--- src/rtl/imm_decode_stage.sv ---
// Registered MIPS immediate-decode stage with a two-entry (output + skid) valid/ready buffer.
// Selects and extends the 16-bit immediate; never shifts (LUI shifting happens downstream).
module imm_decode_stage #(
  parameter logic [31:0] RESET_IMM = 32'h0000_0000
) (
  input  logic        clk,
  input  logic        rst_n,
  input  logic        flush,
  input  logic [31:0] in_instr,
  input  logic        in_valid,
  output logic        in_ready,
  output logic        out_valid,
  input  logic        out_ready,
  output logic [5:0]  opcode,
  output logic [1:0]  imm_kind,
  output logic [31:0] imm_out,
  output logic [4:0]  dest_reg,
  output logic        reg_write
);

  localparam logic [1:0] KindNone  = 2'd0;
  localparam logic [1:0] KindSign  = 2'd1;
  localparam logic [1:0] KindZero  = 2'd2;
  localparam logic [1:0] KindUpper = 2'd3;

  typedef struct packed {
    logic [5:0]  opcode;
    logic [1:0]  imm_kind;
    logic [31:0] imm;
    logic [4:0]  dest_reg;
    logic        reg_write;
  } entry_t;

  localparam entry_t ResetEntry = '{
    opcode:    6'd0,
    imm_kind:  KindNone,
    imm:       RESET_IMM,
    dest_reg:  5'd0,
    reg_write: 1'b0
  };

  entry_t dec;
  entry_t out_d, out_q, skid_d, skid_q;
  logic   out_valid_d, out_valid_q, skid_valid_d, skid_valid_q;
  logic   accept, drain;
  logic   unused_rs;

  // rs is consumed by the execute stage, not here
  assign unused_rs = ^in_instr[25:21];

  always_comb begin
    dec        = '0;
    dec.opcode = in_instr[31:26];
    case (in_instr[31:26])
      6'h00: begin
        dec.dest_reg  = in_instr[15:11];
        dec.reg_write = 1'b1;
      end
      6'h08, 6'h09, 6'h0a, 6'h0b, 6'h23: begin
        dec.imm_kind  = KindSign;
        dec.imm       = {{16{in_instr[15]}}, in_instr[15:0]};
        dec.dest_reg  = in_instr[20:16];
        dec.reg_write = 1'b1;
      end
      6'h0c, 6'h0d, 6'h0e: begin
        dec.imm_kind  = KindZero;
        dec.imm       = {16'h0000, in_instr[15:0]};
        dec.dest_reg  = in_instr[20:16];
        dec.reg_write = 1'b1;
      end
      6'h0f: begin
        dec.imm_kind  = KindUpper;
        dec.imm       = {16'h0000, in_instr[15:0]};
        dec.dest_reg  = in_instr[20:16];
        dec.reg_write = 1'b1;
      end
      6'h2b, 6'h04, 6'h05: begin
        dec.imm_kind = KindSign;
        dec.imm      = {{16{in_instr[15]}}, in_instr[15:0]};
      end
      default: ;
    endcase
  end

  assign accept = in_valid & ~skid_valid_q;
  assign drain  = out_valid_q & out_ready;

  always_comb begin
    out_d        = out_q;
    skid_d       = skid_q;
    out_valid_d  = out_valid_q;
    skid_valid_d = skid_valid_q;
    if (flush) begin
      out_d        = ResetEntry;
      out_valid_d  = 1'b0;
      skid_valid_d = 1'b0;
    end else if (!out_valid_q || drain) begin
      // Output slot frees up: refill from skid first to preserve order
      if (skid_valid_q) begin
        out_d        = skid_q;
        out_valid_d  = 1'b1;
        skid_valid_d = 1'b0;
      end else if (accept) begin
        out_d       = dec;
        out_valid_d = 1'b1;
      end else begin
        out_valid_d = 1'b0;
      end
    end else if (accept) begin
      skid_d       = dec;
      skid_valid_d = 1'b1;
    end
  end

  always_ff @(posedge clk or negedge rst_n) begin
    if (!rst_n) begin
      out_q        <= ResetEntry;
      skid_q       <= ResetEntry;
      out_valid_q  <= 1'b0;
      skid_valid_q <= 1'b0;
    end else begin
      out_q        <= out_d;
      skid_q       <= skid_d;
      out_valid_q  <= out_valid_d;
      skid_valid_q <= skid_valid_d;
    end
  end

  assign in_ready  = ~skid_valid_q;
  assign out_valid = out_valid_q;
  assign opcode    = out_q.opcode;
  assign imm_kind  = out_q.imm_kind;
  assign imm_out   = out_q.imm;
  assign dest_reg  = out_q.dest_reg;
  assign reg_write = out_q.reg_write;

endmodule

--- config.mk ---
export PLATFORM = sky130hd
export DESIGN_NAME = imm_decode_stage
export DESIGN_NICKNAME = d
export VERILOG_FILES = /design/src/rtl/imm_decode_stage.sv
export SDC_FILE = /design/constraint.sdc
export NUM_CORES = 1
export LEC_CHECK = 0
export CAP_MARGIN = 10
export CORE_UTILIZATION = 43
export CTS_CLUSTER_SIZE = 30
export DETAILED_ROUTE_END_ITERATION = 8
export PLACE_DENSITY = 0.77
export SYNTH_ARGS = -nofsm -noshare
export SYNTH_HDL_FRONTEND = slang
export SYNTH_SLANG_ARGS = --single-unit
export TNS_END_PERCENT = 10
--- constraint.sdc ---
create_clock -name clk -period 1.79 [get_ports clk]
set_clock_uncertainty 0.2 [all_clocks]
set_input_delay 0.358 -clock clk [delete_from_list [all_inputs] [get_ports clk]]
set_output_delay 0.358 -clock clk [all_outputs]
set_load 0.03 [all_outputs]
# [Word-level counts from Yosys, hierarchy flattened]
# Index checks and enable logic that the tools add are counted.
[word_totals] regBits=94
[classes] bitwise=5 n_eq_ne=12 mux=13 reduce_logical=11
[ops] op="2-to-1 mux 46 bit" n=4
[ops] op="one-hot mux 34 bit (3 select lines)" n=1
[ops] op="== test 6 x 4 -> 1 bit, second input constant" n=8
[ops] op="== test 6 x 3 -> 1 bit, second input constant" n=2
[ops] op="== test 6 bit, second input constant" n=2
[ops] op="one-hot mux 6 bit (2 select lines)" n=1
[ops] op="OR reduction 9 bit" n=1
[ops] op="OR reduction 8 bit" n=1
[ops] op="2-to-1 mux 1 bit" n=7
[ops] op="zero test 6 bit" n=1
[ops] op="nonzero test 3 bit" n=2
[ops] op="inverter 1 bit" n=3
[ops] op="AND reduction 3 bit" n=1
[ops] op="OR reduction 3 bit" n=1
[ops] op="AND 1 bit" n=2
[ops] op="AND reduction 2 bit" n=1
[ops] op="nonzero test 2 bit" n=1
[ops] op="zero test 1 bit" n=1
[ops] op="logical OR 1 bit" n=1

# [Logic depth before layout (Yosys ltp)]
[logic_depth] ltp_word=7 ltp_mapped=7 mapped_depth_nobuf=4

# [Worst setup path before layout]
# No wires, ideal clock.
[synth_path] path_kind="register -> register" from="register out_valid_q (netlist: out_valid)" to="register out_q, in the netlist dest_reg[3]" n_path_buf=2 stages_incl_launch_ff=7 t_arrival_ps=1619 setup_slack_ps=-129 cell_sequence="dfrtp_1 > nor2b_1 > clkbuf_1 > nor2_1 > clkbuf_1 > o21ai_0 > a311oi_1"
[synth_via] elab_chain_cells=4 elab_cells_between_ends=5
[synth_lines] item="from (decl)" line_no="44" source="logic out_valid_d, out_valid_q, skid_valid_d, skid_valid_q;"
[synth_lines] item="from (signal assigned)" line_no="124" source="out_valid_q <= out_valid_d;"
[synth_lines] item="AND 1 bit / zero test 1 bit (equally long branches)" line_no="86, 97"
[synth_lines] item="logical OR 1 bit *" line_no="97" source="end else if (!out_valid_q || drain) begin"
[synth_lines] item="nonzero test 2 bit (no source line) *"
[synth_lines] item="AND reduction 2 bit (no source line) *"
[synth_lines] item="to (signal assigned)" line_no="117" source="out_q <= ResetEntry;"
[synth_lines] item="to (signal assigned)" line_no="122" source="out_q <= out_d;"
[synth_lines] item="to (decl)" line_no="43" source="entry_t out_d, out_q, skid_d, skid_q;"
# Mark *: on every way between the ends. The rest lies on a longest branch, timed or not.
# A chain may end at the register's enable or synchronous reset.

# [Final worst setup path]
[layout_path] from="input port in_instr[29]" to="register out_q, in the netlist imm_out[30]"
[layout_via] elab_chain_cells=7 elab_cells_between_ends=19
[layout_lines] item="from (decl)" line_no="9" source="input logic [31:0] in_instr,"
[layout_lines] item="== test 6 bit, or another cell as far along" line_no="54" source="case (in_instr[31:26])"
[layout_lines] item="OR reduction 8 bit (no source line) / OR reduction 3 bit (equally long branches)"
[layout_lines] item="one-hot mux 34 bit (3 select lines) *" line_no="54"
[layout_lines] item="2-to-1 mux 46 bit *" line_no="103" source="end else if (accept) begin"
[layout_lines] item="2-to-1 mux 46 bit *" line_no="99" source="if (skid_valid_q) begin"
[layout_lines] item="2-to-1 mux 46 bit *" line_no="97"
[layout_lines] item="2-to-1 mux 46 bit *" line_no="93" source="if (flush) begin"
# Mark *: on every way between the ends. The rest lies on a longest branch, timed or not. The select of a mux whose other input is x is not followed.

==> flow_summary_export.csv <==
group,metric,value,unit
outcome,status,"finished, final reports clean",
logic_synthesis,synth_area,0.00305,mm^2
setup_path,reg2regPathDepth,6,
floorplanning,start_util,44.6,%
logic_synthesis,syn_avg_cell_area,9.79,um^2
timing,layout_setup_ws,0.0637,ns
timing,fmax,579,MHz
logic_synthesis,synth_nets,348,
floorplanning,die_height,86.2,um
global_routing,grt_pass1_vias,2597,
logic_synthesis,synth_flop_cell,"dfrtp_1",
detailed_routing,ant_nets,0,
setup_path,timing.rr.end,"imm_out[12]",
timing,period_share,96.4,%
setup_path,crit_chain,"dlygate4sd2_1 -> nor3b_4 -> nor3_2 -> or4_4 -> a211oi_2",
placement,dp_cells,489,
final_layout,area_growth,44.4,%
setup_path,path_buf_inv,1,
setup_path,arrival,1.78,ns
setup_path,critPathMaxStageDelay,0.52,ns
worst_hold_path,holdCritPathClass,"in -> reg",
final_layout,largest_register_ffs,31,
final_layout,drive_above_1_share,26.3,%
logic_synthesis,synth_top_area_share,52.6,%
timing,worstMarginPinSlew,0.334,ns
placement,dp_hpwl,5.23,mm
detailed_routing,avgViaCountPerCell,5.34,
timing,finalHoldViolCount,0,
setup_path,path_depth,5,
detailed_routing,route.final.wire_length,8.13,mm
final_layout,layout.cells.non_filler,514,
detailed_routing,drc,0,
pwr,leakagePower,2.21,nW
setup_path,startpoint,"in_instr[29]",
setup_path,endpoint_kind,"flip-flop",
floorplanning,die_x,86.2,um
logic_synthesis,synth_edf_count,0,
final_layout,top_register,"skid_q",
logic_synthesis,ys_seq_area_share,52.6,%
logic_synthesis,synthCells,311,
setup_path,required,1.85,ns
floorplanning,design.core.area,0.00683,mm^2
timing,timing.final.max_slew_violations,0,
logic_synthesis,synth.distinct_cells,45,
final_layout,fillCellCount,559,
placement,dpl_cell_area,0.00403,mm^2
pwr,irDropWorstVdd,0.460,mV
logic_synthesis,async_reset_ff_share,100,%
floorplanning,std_cell_rows,30,
pwr,cellPowerDensity,817,mW/mm^2
setup_path,crit_path_max_fanout,5,
timing,finalSetupViolations,0,
floorplanning,dieArea,0.00742,mm^2
placement,place_congestion,0.794,
global_routing,grt_max_degree,65,
clock_network,cts_tree,"done",
timing,rsz0062_at_grt,"yes",
detailed_routing,drtIter0Drc,129,
setup_path,crit_family,"simple AND/OR/NAND/NOR gates",
detailed_routing,via_count,2744,
clock_network,cts.sinks,64,
detailed_routing,wire_per_inst,15.8,um
logic_synthesis,ys_warn_count,0,
global_routing,globalRouteOverflowTotal,0,
clock_network,htreeDepth,3,
global_routing,track_usage,22.7,%
global_routing,grt_pass1_wl,12.9,mm
clock_network,worst_skew_pair.late_latency,0.34,ns
logic_synthesis,yosys-top-cells-area,"dfrtp_1 53%, nand2_1 8.3%, a22o_1 4.3%",
global_routing,antenna_found_initial,0,
floorplanning,io_pins,85,
setup_path,critPathKind,"in -> reg",
timing,post-route-min-period,1.73,ns
clock_network,clk_pin_slew,0.07,ns
placement,dp_slack,-0.717,ns
clock_network,cts_root_buffer,"clkbuf_8",
final_layout,final_cell_area,0.00440,mm^2
timing,slew_headroom,77.7,%
job,cap_violations,0,
placement,portBuffers,79,
logic_synthesis,synth_seq_cells,64,
setup_path,crit_end,"imm_out[30]",
clock_network,clock_path_buffers,2,
detailed_routing,drt_pre_antenna_iters,4,
final_layout,post-route-util,64.4,%
clock_network,cts_buffers,9,
logic_synthesis,synth_area_leader_cell,"dfrtp_1",
final_layout,fin_nets,450,
setup_path,timing.rr.start,"skid_valid_q",
setup_path,r2r_setup_slack,0.06,ns
setup_path,cp_slowest_cell,"or4_4",
setup_path,cp-start-kind,"input port",
final_layout,antenna_cells,0,
-- worst min path at each step --
stage / start / to / cells after the start
CTS: skid_q[39] / skid_q[39] / 2
detailed placement: rst_n / dest_reg[1] / 2
global placement: rst_n / dest_reg[0] / 2
floorplan: rst_n / dest_reg[0] / 0
finish: in_instr[26] / skid_q[40] / 4
global route: in_instr[26] / skid_q[40] / 4
-- layout make-up --
class                      count  area [um^2]  area share (%)
tap                           96          120            2.73
multi-input combinational    208         1320            29.9
inverter                       2         7.51           0.171
timing repair buffer         128         1150            26.2
sequential                    64         1600            36.5
clock inverter                 5         56.3            1.28
clock buffer                  11          141            3.22
-- routing by layer --
layer	GRT usage, %	vias to the layer above	share of wire (%)
li1	-	1283	-
met1	31.1	1351	44
met2	36.1	102	48
met3	4.43	8	6.0
met4	7.73	0	1.3
met5	0	-	0
-- repair_timing --
action / in CTS / in global routing
endpoints found under the setup margin: 84 / 69
resized for setup: 47 / 28
hold buffers: 1 / 0
gates cloned: 1 / 1
endpoints found under the hold margin: 64 / 0
setup buffers: 0 / 6
pin swaps: 4 / 11
-- where the power goes --
group	internal [W]	total (W)	switching (W)
logic	0.000294	0.000684	0.000390
registers	0.00158	0.00166	0.0000803
clock network	0.000679	0.00125	0.000568
-- cell usage in the layout (no fill, tap or decap), types with 3 or more instances in the layout --
cell,count
nand2_1,66
dfrtp_1,62
buf_4,53
dlygate4sd2_1,32
clkdlybuf4s50_1,23
nor2_1,19
a21o_1,16
a22o_1,15
o21ai_0,14
clkbuf_8,10
o21ai_1,8
buf_6,8
a31oi_1,6
a211oi_1,6
mux2i_1,6
or3_1,5
a311oi_1,3
nor3_1,3
o31ai_1,3
dlymetal6s2s_1,3
clkbuf_2,3
buf_12,3
-- metrics by stage --
stage,power (W),hold WS (ns),setup TNS [ns]
2_1_floorplan,0.00204,-0.138,0
3_3_place_gp,0.00233,0.198,-24.49
3_5_place_dp,0.00236,0.201,-26.32
4_1_cts,0.00358,0.282,-1.21
5_1_grt,0.00374,0.226,-0.215
6_report,0.00359,0.197,0
-- cell usage after synthesis, types with 2 or more instances --
library cell / n
a311oi_1: 5
o21ai_1: 8
nor4_1: 3
clkbuf_1: 13
buf_4: 15
buf_2: 6
nor2_1: 21
or3_1: 5
a211oi_1: 8
a21oi_1: 2
o31ai_1: 3
nand3_1: 2
a31oi_1: 6
nand2b_1: 2
mux2i_1: 6
nor2b_1: 2
dfrtp_1: 64
nor3_1: 4
a22o_1: 15
nand2_1: 67
a21o_1: 16
o21ai_0: 14
buf_6: 2
-- logic make-up (layout without fill, tap and decap cells) --
| group | after synthesis | after routing | share of synthesized area, % |
|---|---|---|---|
| buffers and inverters | 39 | 146 | 7.44 |
| AO/OA/AOI/OAI | 84 | 84 | 19.9 |
| AND/OR/NAND/NOR | 118 | 118 | 18.1 |
| flip-flops | 64 | 64 | 52.6 |
| multiplexers | 6 | 6 | 1.97 |
-- worst register-to-register path, stage by stage (launching register included) --
cell and delay, ns:
dfrtp_1 0.39, buf_4 0.16, nor2_2 0.19, nand3_2 0.14, a211oi_4 0.27, buf_4 0.21
a21o_1 0.12
Power figures use the tool's default switching activity.
